$ cat src/rtl/alu_cond_wb_stage_if.sv
// Beat-in / write-back-out handshake bundle for alu_cond_wb_stage.
// The master drives beats in and accepts write-backs.
// The slave is the stage itself.
interface alu_cond_wb_stage_if #(
    parameter int DW = 32,
    parameter int RW = 4
);
    // Upstream beat from the ALU
    logic          in_valid;
    logic          in_ready;
    logic [DW-1:0] in_result;
    logic [3:0]    in_flags;
    logic [1:0]    in_flagw;
    logic [3:0]    in_cond;
    logic          in_regwrite;
    logic [RW-1:0] in_rd;

    // Downstream write-back request
    logic          out_valid;
    logic          out_ready;
    logic [DW-1:0] out_data;
    logic [RW-1:0] out_rd;
    logic          out_we;

    modport master (
        output in_valid, in_result, in_flags, in_flagw, in_cond, in_regwrite, in_rd,
        output out_ready,
        input  in_ready,
        input  out_valid, out_data, out_rd, out_we
    );

    modport slave (
        input  in_valid, in_result, in_flags, in_flagw, in_cond, in_regwrite, in_rd,
        input  out_ready,
        output in_ready,
        output out_valid, out_data, out_rd, out_we
    );
endinterface

$ cat src/rtl/alu_cond_wb_stage.sv
// Condition-evaluate and write-back stage after the ALU.
// It checks the beat's condition code against the architectural NZCV register.
// It updates NZCV under the flag-write mask when the condition passes.
// It queues {result, rd, we} in a 2-entry FIFO.
// An entry whose condition failed is still queued with we=0, so beat order is kept.
module alu_cond_wb_stage #(
    parameter int DW    = 32,
    parameter int RW    = 4,
    parameter int DEPTH = 2
) (
    input  logic                 clk,
    input  logic                 rst_n,
    alu_cond_wb_stage_if.slave   bus,
    input  logic                 flush,
    output logic [3:0]           flags_q,
    output logic                 cond_pass
);

    // Full threshold. The pointers are 1 bit wide, so only DEPTH=2 is meaningful.
    localparam logic [1:0] FULL = 2'(DEPTH);

    logic [1:0]    count_q, count_d;
    logic          wptr_q, wptr_d;
    logic          rptr_q, rptr_d;
    logic [3:0]    flags_d;

    logic [DW-1:0] data_q [2];
    logic [RW-1:0] rd_q   [2];
    logic          we_q   [2];

    logic          push;
    logic          pop;

    // Condition code against NZCV. 1111 is treated as always.
    function automatic logic cond_eval(input logic [3:0] cond, input logic [3:0] nzcv);
        logic n, z, c, v;
        n = nzcv[3];
        z = nzcv[2];
        c = nzcv[1];
        v = nzcv[0];
        case (cond)
            4'b0000: cond_eval = z;
            4'b0001: cond_eval = ~z;
            4'b0010: cond_eval = c;
            4'b0011: cond_eval = ~c;
            4'b0100: cond_eval = n;
            4'b0101: cond_eval = ~n;
            4'b0110: cond_eval = v;
            4'b0111: cond_eval = ~v;
            4'b1000: cond_eval = c & ~z;
            4'b1001: cond_eval = ~c | z;
            4'b1010: cond_eval = (n == v);
            4'b1011: cond_eval = (n != v);
            4'b1100: cond_eval = ~z & (n == v);
            4'b1101: cond_eval = z | (n != v);
            default: cond_eval = 1'b1;
        endcase
    endfunction

    // Handshakes and head-slot outputs.
    // in_ready depends only on occupancy and flush, never on in_valid.
    always_comb begin
        cond_pass     = cond_eval(bus.in_cond, flags_q);
        bus.in_ready  = (count_q < FULL) & ~flush;
        bus.out_valid = (count_q != 2'd0);
        bus.out_data  = data_q[rptr_q];
        bus.out_rd    = rd_q[rptr_q];
        bus.out_we    = we_q[rptr_q];
        push          = bus.in_valid & bus.in_ready;
        pop           = bus.out_valid & bus.out_ready & ~flush;
    end

    // Next-state logic for occupancy, pointers and NZCV.
    // Flush wins over pop; a push cannot coincide with a flush.
    always_comb begin
        count_d = count_q;
        wptr_d  = wptr_q;
        rptr_d  = rptr_q;
        flags_d = flags_q;

        if (flush) begin
            count_d = 2'd0;
            wptr_d  = 1'b0;
            rptr_d  = 1'b0;
        end else begin
            if (push) wptr_d = ~wptr_q;
            if (pop)  rptr_d = ~rptr_q;
            case ({push, pop})
                2'b10:   count_d = count_q + 2'd1;
                2'b01:   count_d = count_q - 2'd1;
                default: count_d = count_q;
            endcase
        end

        if (push && cond_pass) begin
            if (bus.in_flagw[1]) flags_d[3:2] = bus.in_flags[3:2];
            if (bus.in_flagw[0]) flags_d[1:0] = bus.in_flags[1:0];
        end
    end

    // Control and flag state registers.
    always_ff @(posedge clk or negedge rst_n) begin
        if (!rst_n) begin
            count_q <= 2'd0;
            wptr_q  <= 1'b0;
            rptr_q  <= 1'b0;
            flags_q <= 4'b0000;
        end else begin
            count_q <= count_d;
            wptr_q  <= wptr_d;
            rptr_q  <= rptr_d;
            flags_q <= flags_d;
        end
    end

    // FIFO storage. It is cleared on reset so that the idle head reads as zero.
    always_ff @(posedge clk or negedge rst_n) begin
        if (!rst_n) begin
            for (int i = 0; i < 2; i++) begin
                data_q[i] <= '0;
                rd_q[i]   <= '0;
                we_q[i]   <= 1'b0;
            end
        end else if (push) begin
            data_q[wptr_q] <= bus.in_result;
            rd_q[wptr_q]   <= bus.in_rd;
            we_q[wptr_q]   <= bus.in_regwrite & cond_pass;
        end
    end

endmodule

$ cat src/flat_wrapper.sv
// flat-port wrapper written by rule: the top's interface ports become plain ports
module alu_cond_wb_stage_flat 
#(
    parameter int DW    = 32,
    parameter int RW    = 4,
    parameter int DEPTH = 2
)
  (clk, rst_n, flush, flags_q, cond_pass, bus_in_valid, bus_in_result, bus_in_flags, bus_in_flagw, bus_in_cond, bus_in_regwrite, bus_in_rd, bus_out_ready, bus_in_ready, bus_out_valid, bus_out_data, bus_out_rd, bus_out_we);
  alu_cond_wb_stage_if #(.DW(DW), .RW(RW)) bus_i ();
  input  logic clk;
  input  logic rst_n;
  input  logic flush;
  output logic [3:0] flags_q;
  output logic cond_pass;
  input wire logic [$bits(bus_i.in_valid)-1:0] bus_in_valid;
  input wire logic [$bits(bus_i.in_result)-1:0] bus_in_result;
  input wire logic [$bits(bus_i.in_flags)-1:0] bus_in_flags;
  input wire logic [$bits(bus_i.in_flagw)-1:0] bus_in_flagw;
  input wire logic [$bits(bus_i.in_cond)-1:0] bus_in_cond;
  input wire logic [$bits(bus_i.in_regwrite)-1:0] bus_in_regwrite;
  input wire logic [$bits(bus_i.in_rd)-1:0] bus_in_rd;
  input wire logic [$bits(bus_i.out_ready)-1:0] bus_out_ready;
  output wire logic [$bits(bus_i.in_ready)-1:0] bus_in_ready;
  output wire logic [$bits(bus_i.out_valid)-1:0] bus_out_valid;
  output wire logic [$bits(bus_i.out_data)-1:0] bus_out_data;
  output wire logic [$bits(bus_i.out_rd)-1:0] bus_out_rd;
  output wire logic [$bits(bus_i.out_we)-1:0] bus_out_we;
  assign bus_i.in_valid = bus_in_valid;
  assign bus_i.in_result = bus_in_result;
  assign bus_i.in_flags = bus_in_flags;
  assign bus_i.in_flagw = bus_in_flagw;
  assign bus_i.in_cond = bus_in_cond;
  assign bus_i.in_regwrite = bus_in_regwrite;
  assign bus_i.in_rd = bus_in_rd;
  assign bus_i.out_ready = bus_out_ready;
  assign bus_in_ready = bus_i.in_ready;
  assign bus_out_valid = bus_i.out_valid;
  assign bus_out_data = bus_i.out_data;
  assign bus_out_rd = bus_i.out_rd;
  assign bus_out_we = bus_i.out_we;
  alu_cond_wb_stage #(.DW(DW), .RW(RW), .DEPTH(DEPTH)) u_core (.clk(clk), .rst_n(rst_n), .bus(bus_i), .flush(flush), .flags_q(flags_q), .cond_pass(cond_pass));
endmodule
$ cat config.mk
export PLATFORM = sky130hd
export DESIGN_NAME = alu_cond_wb_stage_flat
export DESIGN_NICKNAME = d
export VERILOG_FILES = /design/src/rtl/alu_cond_wb_stage_if.sv /design/src/rtl/alu_cond_wb_stage.sv /design/src/flat_wrapper.sv
export SDC_FILE = /design/constraint.sdc
export NUM_CORES = 1
export LEC_CHECK = 0
export BUFFER_PORTS_ARGS = -buffer_cell sky130_fd_sc_hd__buf_4
export CAP_MARGIN = 20
export CELL_PAD_IN_SITES_DETAIL_PLACEMENT = 1
export CELL_PAD_IN_SITES_GLOBAL_PLACEMENT = 1
export CORE_MARGIN = 3
export CORE_UTILIZATION = 43
export CTS_BUF_LIST = sky130_fd_sc_hd__clkbuf_8 sky130_fd_sc_hd__clkbuf_16
export DETAILED_ROUTE_END_ITERATION = 8
export PLACE_DENSITY_LB_ADDON = 0.12
export SLEW_MARGIN = 10
export SYNTH_ARGS = -nofsm -noshare
export SYNTH_HDL_FRONTEND = slang
export SYNTH_SLANG_ARGS = --single-unit
$ cat constraint.sdc
create_clock -name clk -period 2.1 [get_ports clk]
set_clock_uncertainty 0.1 [all_clocks]
set_input_delay 0.105 -clock clk [delete_from_list [all_inputs] [get_ports clk]]
set_output_delay 0.105 -clock clk [all_outputs]
set_load 0.03 [all_outputs]
==> results of run 1 <==
## cells in the mapped netlist
| library cell | n | area, µm² |
|---|---|---|
| o2bb2a_2 | 1 | 11.3 |
| xor2_1 | 3 | 26.3 |
| a21oi_1 | 4 | 20.0 |
| mux2i_1 | 2 | 20.0 |
| nand3_1 | 2 | 10.0 |
| clkbuf_1 | 2 | 7.51 |
| buf_6 | 2 | 22.5 |
| and3_1 | 1 | 6.26 |
| nor2_1 | 6 | 22.5 |
| buf_4 | 1 | 7.51 |
| nor3b_1 | 2 | 15.0 |
| o32ai_2 | 2 | 32.5 |
| a41oi_4 | 1 | 27.5 |
| o21ai_0 | 2 | 10.0 |
| a21o_1 | 1 | 7.51 |
| a211o_1 | 1 | 8.76 |
| nand2b_1 | 1 | 6.26 |
| buf_1 | 1 | 3.75 |
| mux2_2 | 108 | 1220 |
| a211oi_1 | 1 | 7.51 |
| buf_2 | 9 | 45.0 |
| o311ai_2 | 2 | 32.5 |
| a31oi_1 | 1 | 6.26 |
| nand2_1 | 8 | 30.0 |
| o22ai_1 | 2 | 12.5 |
| nor3_1 | 2 | 10.0 |
| or2_2 | 1 | 6.26 |
| mux2_1 | 4 | 45.0 |
| dfrtp_1 | 82 | 2050 |
| inv_1 | 6 | 22.5 |
| xnor2_1 | 3 | 26.3 |
| nand4_1 | 1 | 6.26 |
## critical path: cells and delay by family, from the launching register on
kind            cells  cell delay (ns)
flops               1             0.47
compound gates      2             0.35
simple gates        1             0.24
buf+inv             2             0.22
xor+xnor            1             0.18
## cell type report
cell class	count	area (µm²)
Clock inverter	5	85.1
Fill cell	820	2990
Tap cell	105	131
Sequential cell	82	2060
Inverter	6	22.5
Multi-Input combinational cell	162	1670
Clock buffer	11	151
Timing Repair Buffer	149	1270
## through the flow
stage / setup WS, ns / instance area, µm² / TNS, ns / instances / total power [mW]
final: 0.0926 / 5390 / 0 / 520 / 5.74
after global routing: -0.00947 / 5390 / -0.00947 / 520 / 6.06
after CTS: 0.000582 / 5340 / 0 / 519 / 5.73
after detailed placement: 0.140 / 4650 / 0 / 458 / 4.31
after global placement: 0.226 / 4650 / 0 / 458 / 4.22
after floorplan: 0.0391 / 3780 / 0 / 265 / 3.60
## cell usage in the layout, fill, tap and decap left out, types with 2 or more instances in the layout
cell	netlist	layout
a21oi_1	4	3
buf_12	0	3
buf_4	1	101
bufinv_16	0	2
clkbuf_8	0	11
dfrtp_1	82	78
dfrtp_2	0	4
dlygate4sd3_1	0	45
inv_1	6	6
mux2_1	4	4
mux2_2	108	108
mux2i_1	2	2
nand2_1	8	8
nand3_1	2	2
nor2_1	6	6
nor3b_1	2	2
o21ai_0	2	2
o22ai_1	2	2
o311ai_2	2	2
o32ai_4	0	2
xnor2_1	3	2
xor2_1	3	3
## state kept, by name (all words and copies together) (netlist names)
register / flops
u_core.flags_q: 4
u_core.rptr_q: 1
u_core.we_q: 2
u_core.wptr_q: 1
u_core.rd_q: 8
u_core.data_q: 64
u_core.count_q: 2
## power groups by stage
stage | combinational, mW | sequential [mW] | clock, mW
2_1_floorplan | 1.29 | 2.31 | 0
3_3_place_gp | 1.92 | 2.30 | 0
3_5_place_dp | 1.98 | 2.33 | 0
4_1_cts | 2.06 | 2.31 | 1.36
5_1_grt | 2.24 | 2.39 | 1.43
6_report | 2.10 | 2.32 | 1.32
## metal layers
metal  up-vias  wire (µm)  track usage [%]
met5         -          0                0
met4         0        122             5.36
met3        10        422             5.00
met2        59       4890             34.6
met1      1355       3830             23.3
li1       1241          -                -
## final timing paths
path                                               start                       endpoint  slack (ns)  depth (start not counted)
setup / recovery           u_core.flags_q[3]$_DFFE_PN0P_                      cond_pass        0.09                          6
hold / removal                           bus_in_flagw[0]  u_core.flags_q[0]$_DFFE_PN0P_        0.02                          3
setup reg to reg           u_core.flags_q[3]$_DFFE_PN0P_  u_core.flags_q[1]$_DFFE_PN0P_        0.15                          5
hold reg to reg             u_core.data_q[8]$_DFFE_PN0P_   u_core.data_q[8]$_DFFE_PN0P_        0.40                          1
max in group asynchronous                          rst_n     u_core.rd_q[5]$_DFFE_PN0P_        0.97                          3
min in group asynchronous                          rst_n  u_core.flags_q[2]$_DFFE_PN0P_        0.26                          2
## cells by family after synthesis
group / count (synthesis) / share of synthesized area, %
buf+inv: 21 / 2.88
simple gates: 24 / 2.98
xor+xnor: 6 / 1.39
compound gates: 18 / 4.66
mux: 114 / 33.9
flops: 82 / 54.2
## what timing repair did
item                                   4_1_cts  5_1_grt
hold buffers                                45        0
setup endpoints to repair                    1        1
endpoints found under the hold margin      135        0
buffers inserted                             0        1
pin swaps                                    0        1
gates resized for setup                      1        8
==> run summary, run 1 <==
Die Area - 9960 µm²
CTS buffer count - 9
total track usage - 19.4%
Rel. slew slack - 50.2%
Worst Path Max Fanout - 6
Comb power frac - 36.5%
htree depth - 3
Initial Utilization - 45.1%
initial antenna violation count - 0
grt ovf - 0
Max Clk Rate - 498 MHz
# setup viols final - 0
Hold Crit Class - in -> reg
area grow syn2layout - 42.5%
clock slew at reported path FFs - 0.09 ns
layout cells sized above 1 - 58.8%
ant diodes - 0
Static Leak - 2.38 nW
WL final - 9.26 mm
vias in the first global route - 3028
vias after detailed routing - 2665
Crit path arrival time - 1.80 ns
First-pass DRT Iterations - 4
Data required, critical path - 1.89 ns
largest net degree at the start of global routing - 57
Final Util - 64.3%
Critical Path, Cell by Cell - xnor2_2 -> o2bb2a_2 -> a41oi_4 -> nor3_4 -> inv_1 -> buf_4
status - finished clean
Final ANT Viol Nets - 0
gp weighted congestion - 0.811
CTS Sinks - 82
syn_nets - 317
height of the die - 99.8 µm
average wire per standard cell - 17.8 µm
Syn. warnings - 0
Pint - 3.82 mW
crit path kind - reg -> out
Startpoint Class - flop
Fin. Hold Viols - 0
Slew Viols, Final - 0
Final Cycle Share - 95.6%
global-route wire length before repair - 15.2 mm
Avg Synthesized Cell Area - 14.3 µm²
Distinct cells, synth - 32
NumNets Final - 462
FF+latch count, synth - 82
sequential area share after synthesis - 54.2%
Slowest cell on crit path - dfrtp_2
Initial DRC Count - 41
WHS - 0.0200 ns
Max IR drop VDD - 0.000552 V
Port Buffers - 95
Die X - 99.8 µm
Clk Latency, worst-skew pair - 0.34 ns
Rows - 33
CP max stage delay - 0.47 ns
Core ar. - 8380 µm²
Tmin final - 2.01 ns
switching power share of the total - 33.4%
drc violations - 0
Clock Path Buffers - 2
Post-Synthesis Cells - 265
CP endpoint kind - output pin
Power Dens Cells - 1070 nW/µm²
max-cap violations - 0
Cell Area, Synth - 3780 µm²
TritonCTS clock tree - done
Root Buffer - clkbuf_8
IO Count - 96
Psw - 1.92 mW
Worst Tran Pin Value - 0.747 ns
Clk pwr share - 23.1%
Seq pwr share - 40.4%
post-DP HPWL - 6.11 mm
Vias/cell - 5.13
Power figures use the tool's default switching activity.
==> run 2, diff against run 1 <==
CORE_UTILIZATION = 25   (was 43)
==> run 2 against run 1 <==
  * Critical path depth unchanged
  * Clock power rose by 30%
  * Utilization fell by 26 points
  * Critical path type unchanged
==> run summary, run 2 (synthesis gave the netlist of run 1 again) <==
most frequent cells in the layout - mux2_2, buf_4, dfrtp_1, dlygate4sd3_1, clkbuf_16
Final Cycle Share - 94.7%
post-DP HPWL - 6.42 mm
FF-to-FF path depth - 5
Worst Path Max Fanout - 6
NumNets Final - 460
Power Dens Cells - 1090 nW/µm²
Final ANT Viol Nets - 0
WHS Endpoint - u_core.flags_q[0]$_DFFE_PN0P_
Crit path arrival time - 1.78 ns
largest registers - u_core.data_q (64), u_core.rd_q (8), u_core.flags_q (4)
Slew Viols, Final - 0
post-route insts no fill - 597
vias in the first global route - 3018
Static Leak - 2.42 nW
TritonCTS clock tree - done
WL final - 9.61 mm
Slowest cell on crit path - dfrtp_2
Initial Utilization - 25.8%
Top Family by Delay on Critical Path - flip-flops
clock slew at reported path FFs - 0.06 ns
htree depth - 3
Port Buffers - 95
ant diodes - 0
status - finished clean
grt ovf - 0
Post-Place Cells - 536
Storage cell area - 2060 µm²
Max Clk Rate - 503 MHz
Most flops, register - u_core.data_q
RR Endpoint - u_core.flags_q[3]$_DFFE_PN0P_
Rel. slew slack - 65.1%
Crit path buffers/inverters - 2
vias after detailed routing - 2667
IO Count - 96
Final Util - 38.1%
Max IR drop VDD - 0.000500 V
Tmin final - 1.99 ns
Rows - 44
height of the die - 129 µm
Initial DRC Count - 65
Core ar. - 14600 µm²
Vias/cell - 4.47
area grow syn2layout - 47.6%
CP max stage delay - 0.46 ns
filler cell count in the final layout - 1543
Data required, critical path - 1.89 ns
Clock Path Buffers - 2
max-cap violations - 0
commonest non-fill, non-tap cell in the layout - mux2_2
setup TNS - 0 ns
First-pass DRT Iterations - 4
crit path kind - reg -> out
Root Buffer - clkbuf_16
post-CTS setup buffers - 0
CP endpoint kind - output pin
R2R setup slack - 0.18 ns
area of the multi-input gates - 1680 µm²
Die Area - 16600 µm²
initial antenna violation count - 0
gp weighted congestion - 0.661
Worst Tran Pin Value - 0.523 ns
Die X - 129 µm
Fin. Hold Viols - 0
Hold Crit Depth - 3
CTS buffer count - 9
CTS Sinks - 82
total track usage - 12.1%
drc violations - 0
unrepaired setup endpoints after global routing - no
Startpoint Class - flop
hold_sp - bus_in_flagw[0]
Critical Path, Cell by Cell - xnor2_2 -> o2bb2a_2 -> a41oi_4 -> nor3_4 -> inv_1 -> buf_4
Largest register FFs - 64
largest net degree at the start of global routing - 39
average wire per standard cell - 16.1 µm
Hold Crit Class - in -> reg
layout cells sized above 1 - 58.4%
Clk Latency, worst-skew pair - 0.33 ns
global-route wire length before repair - 15.6 mm
reg2reg start - u_core.flags_q[3]$_DFFE_PN0P_
# setup viols final - 0
[run 2: worst max path at each step]
stage	slack, ns	depth (start not counted)	to	startpoint
after floorplan	0.04	5	u_core.data_q[15]$_DFFE_PN0P_	u_core.count_q[1]$_DFFE_PN0P_
after global placement	0.16	5	u_core.flags_q[3]$_DFFE_PN0P_	u_core.flags_q[0]$_DFFE_PN0P_
after detailed placement	0.13	5	u_core.flags_q[3]$_DFFE_PN0P_	u_core.flags_q[3]$_DFFE_PN0P_
after CTS	0.03	6	cond_pass	u_core.flags_q[3]$_DFFE_PN0P_
after global routing	0.007	6	cond_pass	u_core.flags_q[3]$_DFFE_PN0P_
final	0.11	6	cond_pass	u_core.flags_q[3]$_DFFE_PN0P_
[run 2: worst reg2reg max path, delay by kind of cell (launching register included)]
| family | cells | cell delay, ns |
|---|---|---|
| xor+xnor | 1 | 0.19 |
| compound gates | 3 | 0.70 |
| flops | 1 | 0.46 |
| mux | 1 | 0.35 |
[run 2: metal layers]
| layer | vias up | routed length [µm] | GRT usage, % |
|---|---|---|---|
| li1 | 1235 | - | - |
| met1 | 1357 | 3920 | 14.1 |
| met2 | 67 | 5010 | 21.1 |
| met3 | 8 | 546 | 3.83 |
| met4 | 0 | 142 | 4.26 |
| met5 | - | 0 | 0 |
[run 2: what timing repair did]
action	CTS	global route
gates resized for setup	3	6
hold buffers	45	0
endpoints found under the hold margin	118	0
setup endpoints to repair	1	1
pin swaps	0	0
[run 2: power breakdown]
group / leakage [nW] / internal, mW / total [mW] / switching [mW]
clock: 0.167 / 1.10 / 1.72 / 0.619
combinational: 1.28 / 1.04 / 2.07 / 1.03
sequential: 0.978 / 2.03 / 2.31 / 0.274
total: 2.42 / 4.18 / 6.10 / 1.92
[run 2: final cells by class]
| class | count | share of cell area [%] |
|---|---|---|
| multi-input combinational | 162 | 30.1 |
| sequential | 82 | 36.8 |
| timing repair buffer | 147 | 22.7 |
| tap | 184 | 4.12 |
| inverter | 6 | 0.403 |
| clock buffer | 11 | 4.53 |
| clock inverter | 5 | 1.39 |
[run 2: metrics by stage]
stage          setup slack [ns]  total power [mW]  hold WS (ns)  cell area [µm²]
2_1_floorplan            0.0391              3.60        -0.291             3780
3_3_place_gp              0.158              4.26        0.0180             4750
3_5_place_dp              0.134              4.31        0.0291             4750
4_1_cts                  0.0312              6.19        0.0136             5550
5_1_grt                 0.00697              6.48        0.0342             5580
6_report                  0.110              6.10        0.0331             5580
==> run 3, diff against run 2 <==
CTS_CLUSTER_DIAMETER = 60   (was not set)
clock period = 2.05 ns   (was 2.1 ns; I/O delays follow)
==> run 3 against run 2 <==
  * Sequential share of layout area increased by 0.19 points
  * Routed wire length decreased by 0.54%
  * Register-to-register slack got worse by 0.08 ns
  * Non-clock buffer count increased by 3
  * Sequential power increased by 2%
  * Largest power group unchanged
  * Worst hold slack got worse by 0.0069 ns
  * Cell count increased by 0.50%
  * Clock power decreased by 11%
  * Largest cell class unchanged
  * Count of clock-buffer cells in the layout unchanged
==> run summary, run 3 (synthesis gave the netlist of run 1 again) <==
max-cap violations - 0
gp weighted congestion - 0.685
CP endpoint kind - output pin
First-pass DRT Iterations - 2
Hold Crit Class - in -> reg
post-route insts no fill - 600
Final Util - 38.0%
Fin. Hold Viols - 0
total track usage - 12.1%
CTS buffer count - 9
height of the die - 129 µm
Worst Path Max Fanout - 6
Die Area - 16600 µm²
filler cell count in the final layout - 1554
placed cell area - 4750 µm²
Final Cycle Share - 96.5%
design area - 5560 µm²
Startpoint Class - flop
post-DP HPWL - 6.20 mm
layout cells sized above 1 - 59.6%
# setup viols final - 0
Final ANT Viol Nets - 0
unrepaired setup endpoints after global routing - yes
status - finished clean
Largest register FFs - 64
Core ar. - 14600 µm²
ant diodes - 0
average wire per standard cell - 15.9 µm
WL final - 9.56 mm
CTS Sinks - 82
initial antenna violation count - 0
Port Buffers - 95
largest net degree at the start of global routing - 45
Rel. slew slack - 63.3%
Max IR drop VDD - 0.000460 V
Worst Tran Pin Value - 0.550 ns
Clock Path Buffers - 2
vias in the first global route - 2906
Die X - 129 µm
Slew Viols, Final - 0
TritonCTS clock tree - done
dpl ws - 0.0805 ns
Most flops, register - u_core.data_q
Data required, critical path - 1.85 ns
htree depth - 3
IO Count - 96
Max Clk Rate - 505 MHz
Root Buffer - clkbuf_16
Crit path arrival time - 1.78 ns
Vias/cell - 4.45
Rows - 44
area grow syn2layout - 47.0%
drc violations - 0
Tmin final - 1.98 ns
Initial Utilization - 25.8%
global-route wire length before repair - 15.2 mm
Post-Place Cells - 537
vias after detailed routing - 2668
clock slew at reported path FFs - 0.06 ns
Final WS setup - 0.0710 ns
Initial DRC Count - 54
Static Leak - 2.41 nW
setup TNS - 0 ns
largest registers - u_core.data_q (64), u_core.rd_q (8), u_core.flags_q (4)
most frequent cells in the layout - mux2_2, buf_4, dfrtp_1, dlygate4sd3_1, clkbuf_16
Power Dens Cells - 1090 nW/µm²
Clk Latency, worst-skew pair - 0.34 ns
NumNets Final - 463
commonest non-fill, non-tap cell in the layout - mux2_2
crit path kind - reg -> out
grt ovf - 0
-- run 3: worst max-delay path, cell delays in order, from the launching register on --
cell and delay, ns:
dfrtp_2 0.46, xnor2_2 0.21, o2bb2a_4 0.16, a41oi_4 0.13, nor3_4 0.26, inv_1 0.08, buf_6 0.14
-- run 3: cell type report --
type                    instances  area, µm²  area share (%)
clock buffers                  11        253            4.54
well taps                     184        230            4.14
clock inverters                 5       30.0           0.540
repair buffers                150       1280            23.0
flip-flops and latches         82       2060            37.0
inverters                       6       22.5           0.405
multi-input cells             162       1690            30.4
-- run 3: path summary, 6_finish.rpt --
kind / from / depth (start not counted) / slack (ns) / endpoint
setup / recovery: u_core.flags_q[0]$_DFFE_PN0P_ / 6 / 0.07 / cond_pass
hold / removal: bus_in_flagw[0] / 3 / 0.03 / u_core.flags_q[1]$_DFFE_PN0P_
setup reg to reg: u_core.flags_q[3]$_DFFE_PN0P_ / 5 / 0.10 / u_core.flags_q[2]$_DFFE_PN0P_
hold reg to reg: u_core.data_q[5]$_DFFE_PN0P_ / 1 / 0.40 / u_core.data_q[5]$_DFFE_PN0P_
max in group asynchronous: rst_n / 3 / 1.01 / u_core.data_q[14]$_DFFE_PN0P_
min in group asynchronous: rst_n / 2 / 0.20 / u_core.rd_q[1]$_DFFE_PN0P_
-- run 3: per-layer routing --
| layer | share of wire, % | vias up | global-route usage (%) |
|---|---|---|---|
| met5 | 0 | - | 0 |
| met4 | 2.2 | 0 | 6.30 |
| met3 | 6.1 | 14 | 4.12 |
| met2 | 51 | 61 | 20.0 |
| met1 | 41 | 1356 | 13.9 |
| li1 | - | 1237 | - |
-- run 3: through the flow --
step           hold WS [ns]  total power [mW]
4_1_cts             0.00597              6.09
3_3_place_gp         0.0297              4.36
6_report             0.0262              6.08
5_1_grt              0.0216              6.48
2_1_floorplan        -0.293              3.69
3_5_place_dp         0.0422              4.41
-- run 3: what timing repair did --
item	in CTS	in global routing
pin swaps	2	3
hold endpoints to repair	120	0
resized for setup	3	10
setup endpoints to repair	1	4
hold buffers	44	0
setup buffers	0	3
-- run 3: where the power goes --
group	internal (mW)	total, mW	switching, mW
sequential	2.09	2.35	0.265
combinational	1.11	2.20	1.09
clock	0.880	1.53	0.649
